<file path="config.mk">
export PLATFORM = sky130hd
export DESIGN_NAME = key_event_queue_flat
export DESIGN_NICKNAME = d
export VERILOG_FILES = /design/src/rtl/key_event_queue_if.sv /design/src/rtl/key_event_queue.sv /design/src/flat_wrapper.sv
export SDC_FILE = /design/constraint.sdc
export NUM_CORES = 1
export LEC_CHECK = 0
export CORE_MARGIN = 1
export CORE_UTILIZATION = 56
export CTS_CLUSTER_SIZE = 40
export DETAILED_ROUTE_END_ITERATION = 12
export HOLD_SLACK_MARGIN = 0.12
export PLACE_DENSITY = 0.85
export SETUP_SLACK_MARGIN = 0.3
export SYNTH_ARGS = -nofsm -noshare
export SYNTH_HDL_FRONTEND = slang
export SYNTH_SLANG_ARGS = --single-unit
</file>
<file path="constraint.sdc">
create_clock -name clk -period 3.9 [get_ports clk]
set_input_delay 0.78 -clock clk [delete_from_list [all_inputs] [get_ports clk]]
set_output_delay 0.78 -clock clk [all_outputs]
set_load 0.05 [all_outputs]
</file>
<file path="src/rtl/key_event_queue_if.sv">
// Producer/consumer bundle for key_event_queue: debouncer strobe in, consumer handshake out,
// plus loss statistics.
interface key_event_queue_if #(
  parameter int DEPTH = 8
);
  // Handshake: outByte is meaningful only while outValid=1. A transfer happens at every
  // posedge where outValid=1 and outReady=1. While outValid=1 and outReady=0, outByte holds.
  // keyByte is sampled only on a cycle where keyStrobe=1.
  logic [7:0]             keyByte;
  logic                   keyStrobe;
  logic [7:0]             outByte;
  logic                   outValid;
  logic                   outReady;
  logic [$clog2(DEPTH):0] count;
  logic                   overflow;
  logic [7:0]             dropCount;
  logic                   clearOverflow;

  modport master (
    output keyByte, keyStrobe, outReady, clearOverflow,
    input  outByte, outValid, count, overflow, dropCount
  );

  modport slave (
    input  keyByte, keyStrobe, outReady, clearOverflow,
    output outByte, outValid, count, overflow, dropCount
  );
endinterface

</file>
<file path="src/rtl/key_event_queue.sv">
// Circular FIFO between the keyboard debouncer strobe and a stallable consumer.
// Losses to a full queue are flagged (sticky) and counted with saturation.
module key_event_queue #(
  parameter int DEPTH     = 8,
  parameter int DROP_ZERO = 1
) (
  input logic              clk,
  input logic              RST,
  key_event_queue_if.slave bus
);
  localparam int PW = $clog2(DEPTH);
  localparam int CW = PW + 1;
  localparam logic [CW-1:0] FULL_COUNT = CW'(DEPTH);

  logic [7:0]    mem [DEPTH];
  logic [PW-1:0] rd_ptr;
  logic [PW-1:0] wr_ptr;
  logic [CW-1:0] count_q;
  logic          overflow_q;
  logic [7:0]    drop_q;

  logic accept;
  logic full;
  logic valid;
  logic pop;
  logic push;
  logic lose;

  always_comb begin
    accept = bus.keyStrobe && !((DROP_ZERO != 0) && (bus.keyByte == 8'h00));
    full   = (count_q == FULL_COUNT);
    valid  = (count_q != '0);
    pop    = valid && bus.outReady;
    // A pop in the same cycle frees the slot, so a full queue still accepts.
    push   = accept && (!full || pop);
    lose   = accept && full && !pop;
  end

  always_ff @(posedge clk) begin
    if (!RST && push) begin
      mem[wr_ptr] <= bus.keyByte;
    end
  end

  always_ff @(posedge clk) begin
    if (RST) begin
      rd_ptr  <= '0;
      wr_ptr  <= '0;
      count_q <= '0;
    end else begin
      if (push) wr_ptr <= wr_ptr + 1'b1;
      if (pop)  rd_ptr <= rd_ptr + 1'b1;
      if (push && !pop) begin
        count_q <= count_q + 1'b1;
      end else if (pop && !push) begin
        count_q <= count_q - 1'b1;
      end
    end
  end

  // A loss in the same cycle as a clear restarts the statistics at one event.
  always_ff @(posedge clk) begin
    if (RST) begin
      overflow_q <= 1'b0;
      drop_q     <= 8'h00;
    end else if (lose) begin
      overflow_q <= 1'b1;
      if (bus.clearOverflow) begin
        drop_q <= 8'h01;
      end else if (drop_q != 8'hFF) begin
        drop_q <= drop_q + 8'h01;
      end
    end else if (bus.clearOverflow) begin
      overflow_q <= 1'b0;
      drop_q     <= 8'h00;
    end
  end

  assign bus.outValid  = valid;
  assign bus.outByte   = valid ? mem[rd_ptr] : 8'h00;
  assign bus.count     = count_q;
  assign bus.overflow  = overflow_q;
  assign bus.dropCount = drop_q;
endmodule
</file>
<file path="src/flat_wrapper.sv">
// flat-port wrapper written by rule: the top's interface ports become plain ports
module key_event_queue_flat 
#(
  parameter int DEPTH     = 8,
  parameter int DROP_ZERO = 1
)
  (clk, RST, bus_keyByte, bus_keyStrobe, bus_outReady, bus_clearOverflow, bus_outByte, bus_outValid, bus_count, bus_overflow, bus_dropCount);
  key_event_queue_if #(.DEPTH(DEPTH)) bus_i ();
  input logic clk;
  input logic RST;
  input wire logic [$bits(bus_i.keyByte)-1:0] bus_keyByte;
  input wire logic [$bits(bus_i.keyStrobe)-1:0] bus_keyStrobe;
  input wire logic [$bits(bus_i.outReady)-1:0] bus_outReady;
  input wire logic [$bits(bus_i.clearOverflow)-1:0] bus_clearOverflow;
  output wire logic [$bits(bus_i.outByte)-1:0] bus_outByte;
  output wire logic [$bits(bus_i.outValid)-1:0] bus_outValid;
  output wire logic [$bits(bus_i.count)-1:0] bus_count;
  output wire logic [$bits(bus_i.overflow)-1:0] bus_overflow;
  output wire logic [$bits(bus_i.dropCount)-1:0] bus_dropCount;
  assign bus_i.keyByte = bus_keyByte;
  assign bus_i.keyStrobe = bus_keyStrobe;
  assign bus_i.outReady = bus_outReady;
  assign bus_i.clearOverflow = bus_clearOverflow;
  assign bus_outByte = bus_i.outByte;
  assign bus_outValid = bus_i.outValid;
  assign bus_count = bus_i.count;
  assign bus_overflow = bus_i.overflow;
  assign bus_dropCount = bus_i.dropCount;
  key_event_queue #(.DEPTH(DEPTH), .DROP_ZERO(DROP_ZERO)) u_core (.clk(clk), .RST(RST), .bus(bus_i));
endmodule
</file>
# --- After elaboration in Yosys (flattened, before gate mapping) ---
# Memories as Yosys holds them, arrays and structs flattened. A register that Yosys moved wholly into a read port is not among the register bits.
# Index checks and enable logic that the tools add are counted.
word_totals:
  latchBits: 0
  ff_bits: 19
  ramBits: 64
  romBits: 0
  n_memories: 1
  inputBits: 13
  out_inout_bits: 22
op_classes:
  addsub: 5
  muxes: 13
  n_shift: 0
  mul: 0
  n_reduce_logical: 20
  n_bitwise: 0
  magnitude_cmp: 0
  n_div: 0
  eq_ne: 2
mem_list:
  columns: ["memory", "words", "width", "rd", "rd_ports_with_merged_regs", "write_ports", "line_no", "rtl"]
  rows:
  - ["u_core.mem", 8, 8, 1, 1, 1, "key_event_queue.sv:15", "logic [7:0] mem [DEPTH];"]
ops:
  columns: ["op", "n"]
  rows:
  - ["$mux 8", 5]
  - ["$add 8x1->8 const B", 1]
  - ["$logic_and 1x1->1", 8]
  - ["$logic_not 8->1", 1]
  - ["$mux 4", 2]
  - ["$ne 8x8->1 const B", 1]
  - ["$add 3x1->3 const B", 2]
  - ["$mux 3", 2]
  - ["$reduce_bool 2->1", 3]
  - ["$logic_not 1->1", 5]
  - ["$add 4x1->4 const B", 1]
  - ["$eq 4x4->1 const B", 1]
  - ["$mux 1", 4]
  - ["$reduce_bool 4->1", 1]
  - ["$sub 4x1->4 const B", 1]
  - ["$reduce_and 2->1", 1]
  - ["$logic_or 1x1->1", 1]

# --- Depth between registers and ports, before layout ---
depth:
  word_depth: 8
  depth_mapped: 12
  depth_no_buf: 11

# --- Least setup slack after synthesis ---
# Ideal clock, no wire load.
synth_path:
  path_type: "reg2reg"
  from: "register u_core.count_q[0], in the netlist u_core.bus.count[0]"
  to: "register u_core.count_q[3], in the netlist u_core.bus.count[3]"
  stages_incl_launch_ff: 12
  setup_slack_ns: 0.756
  synth_period_minus_slack_ns: 3.144
  t_arrival_ns: 3.024
  required_time_ns: 3.779
  setup_time_ns: 0.121
  path_cell_list: "dfxtp_1 or3_4 nor2_2 inv_1 nand2_1 ha_1 inv_1 ha_1 a21oi_1 a211oi_1 a31oi_1 mux2_2"
synth_between:
  elab_chain_cells: 7
  elab_cells_between_ends: 15
synth_rtl:
  columns: ["element", "line_no", "rtl"]
  rows:
  - ["start, declared", "key_event_queue.sv:18", "logic [CW-1:0] count_q;"]
  - ["start signal, assigned", "key_event_queue.sv:54", "count_q <= count_q + 1'b1;"]
  - ["start signal, assigned", "key_event_queue.sv:56", "count_q <= count_q - 1'b1;"]
  - ["$reduce_bool 4->1 *", "key_event_queue.sv:32", "valid = (count_q != '0);"]
  - ["via bus_outValid", "flat_wrapper.sv:16", "output wire logic [$bits(bus_i.outValid)-1:0] bus_outValid;"]
  - ["$logic_and 1x1->1 *", "key_event_queue.sv:33", "pop = valid && bus.outReady;"]
  - ["$logic_or 1x1->1", "key_event_queue.sv:35", "push = accept && (!full || pop);"]
  - ["$logic_and 1x1->1", "key_event_queue.sv:35", null]
  - ["$logic_not 1->1", "key_event_queue.sv:55", "end else if (pop && !push) begin"]
  - ["$logic_and 1x1->1", "key_event_queue.sv:55", null]
  - ["$reduce_bool 2->1 (no line)", null, null]
# The timed path passes the listed nets; every way through them passes the cells marked *. The select of a mux whose other input is x is not followed.
# A chain may end at the register's enable or synchronous reset.

==> results.txt <==
In this run the number of H-tree levels came out at 3. The post-placement setup slack is ~68 ps. The highest fanout seen on the critical path came out at 16. The HPWL after detailed placement is 4680 um. The number of global-route vias before repair was about 2.3k. The xor/xnor share of the synthesized area came out at less than 1%. TritonCTS built the clock tree. The number of warnings reported in the yosys synthesis log came out at 0. Global routing used 24.5% of the available tracks across all layers.

The maximum resistive drop on vdd came out at 0.437 mV. The run finished with clean final reports. The setup path with the least slack is of type flop to output pin. The clock latency on the worst-skew pair is 350 ps.

The summed negative setup slack over all endpoints is 0 ps. The first global-routing pass estimated between 10000 and 15000 um of wire. The total clock sinks is 86. The flip-flop and latch count after synthesis is 86. Of the synthesized area, sequential elements account for about two thirds.

The mapped cell area is roughly 0.0036 mm2. The achievable frequency came out at just under 0.3 GHz. The signal on the critical path passes through mux4_2 > mux2i_1 > nor2_1 > clkdlybuf4s50_1. STA classifies the critical path endpoint as an output pin. The initial antenna violation count came to 0. The number of buffers inserted to repair setup after CTS is 0.

The number of distinct standard cells referenced by the synthesized netlist came out at 50. During placement, the flow inserted port buffers numbering 34. Entering global routing, the biggest net connects 23 pins. The die covers roughly 0.0068 mm2. In this run the most critical hold path is launched from u_core.bus.overflow. Before antenna repair, the detailed router went through 4 iterations. The overflow left after global routing is 0.

The detailed router's first-iteration violation count came out at a little under 200. The average footprint of a synthesized cell came out at 15.1 um2. The setup slack of the critical path after layout came out at between 500 and 600 ps.

The post-synthesis mux area share came out at between 10% and 20%. The fraction of final layout cells with drive strength greater than 1 came out at between 10% and 20%. The slowest stage of the critical path is the sky130_fd_sc_hd__clkdlybuf4s50_1 cell. The adder-cell area share of the yosys netlist came out at between 2 and 3%. The peak per-stage delay on the critical path is 830 ps. The via count is roughly 2.2k. Of the total synthesized cell area, the portion taken by AND, OR, NAND and NOR gates is approximately 11%. The leading register cell type out of synthesis is sky130_fd_sc_hd__edfxtp_1.

The reg-to-reg startpoint is u_core.bus.count[0]. The mean number of vias per cell came out at approximately 6.0. The standard-cell row count came out at 28. The die is slightly above 80 um tall.

The type of the most critical hold path is flop to flop. The initial standard-cell utilization of the core came out at about three fifths. Subtracting the final worst setup slack from the clock period gives between 3000 and 4000 ps. The post-synthesis compound-gate area fraction came out at approximately 4.5%. Counting both buffers and inverters, the worst setup path holds a total of 1. The period utilization is between 80% and 90%. The power density over the cells came out at just over 600 mW/mm2.

The kind of cell adding the most delay to the critical path is buffers and inverters. In this run, post-CTS hold repair placed 0 buffers. Leaving out fill and tap cells, the most frequent cell in the layout is sky130_fd_sc_hd__edfxtp_1. The routed wire length per instance came out at roughly 20 um. The library cells used most frequently in the layout, excluding fill and tap cells, are sky130_fd_sc_hd__edfxtp_1 (64), sky130_fd_sc_hd__clkdlybuf4s50_1 (34), sky130_fd_sc_hd__nor2_1 (22), sky130_fd_sc_hd__dfxtp_1 (22), sky130_fd_sc_hd__buf_4 (17).

The worst setup path is launched from a flop. The worst relative slew slack is between 40% and 50%. The count of instances resized after the clock tree is built is 0. The number of slew-limit violations in the final report is 0. Data on the critical path arrives at its endpoint at between 2000 and 3000 ps. After synthesis, the share of flip-flops with an asynchronous set or reset is 0%. After detailed routing, the total wire length is ~7400 um. The leakage power total came out at approximately 1.4 nW. The number of nets produced by synthesis is between 200 and 300.

Summing all multi-input logic gate instances after layout gives 0.00121 mm2. The number of nets at the end of the flow is 312. The main combinational cell family by area after synthesis is multiplexers. The number of nets with antenna violations after detailed routing came out at 0. The transition time of the tightest slew-check pin is roughly 830 ps.

The boundary pin count came out at 35. The final weighted congestion in routability-driven placement is 0.845. The total clock buffers created by CTS is 9. Setup violations remaining at the end of the flow were counted as 0. Counting the fill cells in the layout gives between 400 and 500. The flop-to-flop setup slack came out at 740 ps. Setup repair after global routing left no endpoint under its margin. After detailed routing, the number of remaining DRC violations is 0. 0 antenna diodes ended up in the layout. The instance count of the mapped netlist is 240.

The number of enable flip-flop cells after synthesis is 64. The clock-pin slew on the worst setup and hold paths came out at around 80 ps. The number of maximum-capacitance constraint violations came out at 0.

The area growth from synthesis to layout is 20.9%. The required time at the worst-slack endpoint came out at about 3100 ps. The clock passes through at most 2 buffers. The area of the core region is 0.00610 mm2. The tree is rooted in a sky130_fd_sc_hd__clkbuf_8. The count of endpoints failing hold in the final timing report is 0. The register area came out at between 0.002 and 0.0025 mm2. The width of the die is roughly 82 um. The clock tree skew after final layout is between 10 and 15 ps.
## registers in the layout, indices dropped and copies added (netlist names), named ones only
signal	count
u_core.bus.dropCount	8
u_core.bus.overflow	1
u_core.mem	64
u_core.wr_ptr	3
u_core.rd_ptr	3
u_core.bus.count	4
## layout make-up
cell class / instances / share of cell area, %
tap: 75 / 2.14
inverter: 5 / 0.429
timing repair buffer: 51 / 10.7
clock buffer: 10 / 2.91
clock inverter: 6 / 2.14
sequential: 86 / 53.9
multi-input combinational: 139 / 27.7
## synthesized netlist by cell type, types with 2 or more instances
cell type / number / share of area (%)
sky130_fd_sc_hd__or4_1: 3 / 0.62
sky130_fd_sc_hd__clkbuf_1: 6 / 0.62
sky130_fd_sc_hd__dfxtp_1: 22 / 12
sky130_fd_sc_hd__nand2_1: 11 / 1.1
sky130_fd_sc_hd__edfxtp_1: 64 / 53
sky130_fd_sc_hd__xor2_1: 3 / 0.73
sky130_fd_sc_hd__nand2b_1: 3 / 0.52
sky130_fd_sc_hd__ha_1: 6 / 2.1
sky130_fd_sc_hd__nor2_1: 22 / 2.3
sky130_fd_sc_hd__o21ai_0: 3 / 0.41
sky130_fd_sc_hd__mux4_2: 16 / 9.9
sky130_fd_sc_hd__nor4_1: 5 / 0.86
sky130_fd_sc_hd__a31oi_1: 2 / 0.35
sky130_fd_sc_hd__nand3_1: 7 / 0.97
sky130_fd_sc_hd__o31ai_1: 2 / 0.41
sky130_fd_sc_hd__nor3_1: 5 / 0.69
sky130_fd_sc_hd__or3_1: 3 / 0.52
sky130_fd_sc_hd__mux2i_1: 12 / 3.3
sky130_fd_sc_hd__mux2_2: 2 / 0.62
sky130_fd_sc_hd__a21oi_1: 7 / 0.97
sky130_fd_sc_hd__nand4_1: 2 / 0.35
sky130_fd_sc_hd__inv_1: 5 / 0.52
sky130_fd_sc_hd__buf_2: 2 / 0.28
## worst register-to-register path: cells and delay by family, from the launching register on
kind	cells	cell delay (ps)
simple gates	3	1050
fa+ha+maj	2	530
compound gates	3	470
flops	1	380
mux	1	340
buf+inv	2	280
## kinds of logic after synthesis
| logic type | after synthesis |
|---|---|
| adders and majority gates | 7 |
| DFF | 86 |
| muxes | 30 |
| xor gates and xnor gates | 4 |
| buffers and inverters | 15 |
| AOI/OAI and AO/OA | 24 |
| and+or+nand+nor | 74 |
## final timing paths
kind / depth (start not counted) / endpoint
setup / recovery: 4 / bus_outByte[5]
hold / removal: 2 / u_core.bus.overflow
setup reg to reg: 11 / u_core.bus.count[3]
hold reg to reg: 2 / u_core.bus.overflow
## metal layers
metal,track usage [%],part of all wire (%)
met3,3.63,4.8
met1,29.4,41
met5,0,0
met4,13.2,2.6
met2,42.5,51
## power breakdown
| group | internal, mW | switching, mW |
|---|---|---|
| Combinational | 0.370 | 0.535 |
| Clock | 0.367 | 0.322 |
| Sequential | 1.03 | 0.0580 |
| Total | 1.77 | 0.915 |
## per-stage QoR
stage | hold slack (ps) | instances | power [mW] | instance area (um2) | util [%]
after floorplan | 454 | 240 | 1.75 | 3620 | -
after global placement | 456 | 356 | 1.99 | 4140 | 67.9
after detailed placement | 498 | 356 | 2.01 | 4140 | 67.9
after CTS | 513 | 372 | 2.70 | 4360 | 71.5
after global routing | 537 | 372 | 2.80 | 4380 | 71.8
final | 499 | 372 | 2.68 | 4380 | 71.8
Note: power is estimated with default switching activity, not from simulation.
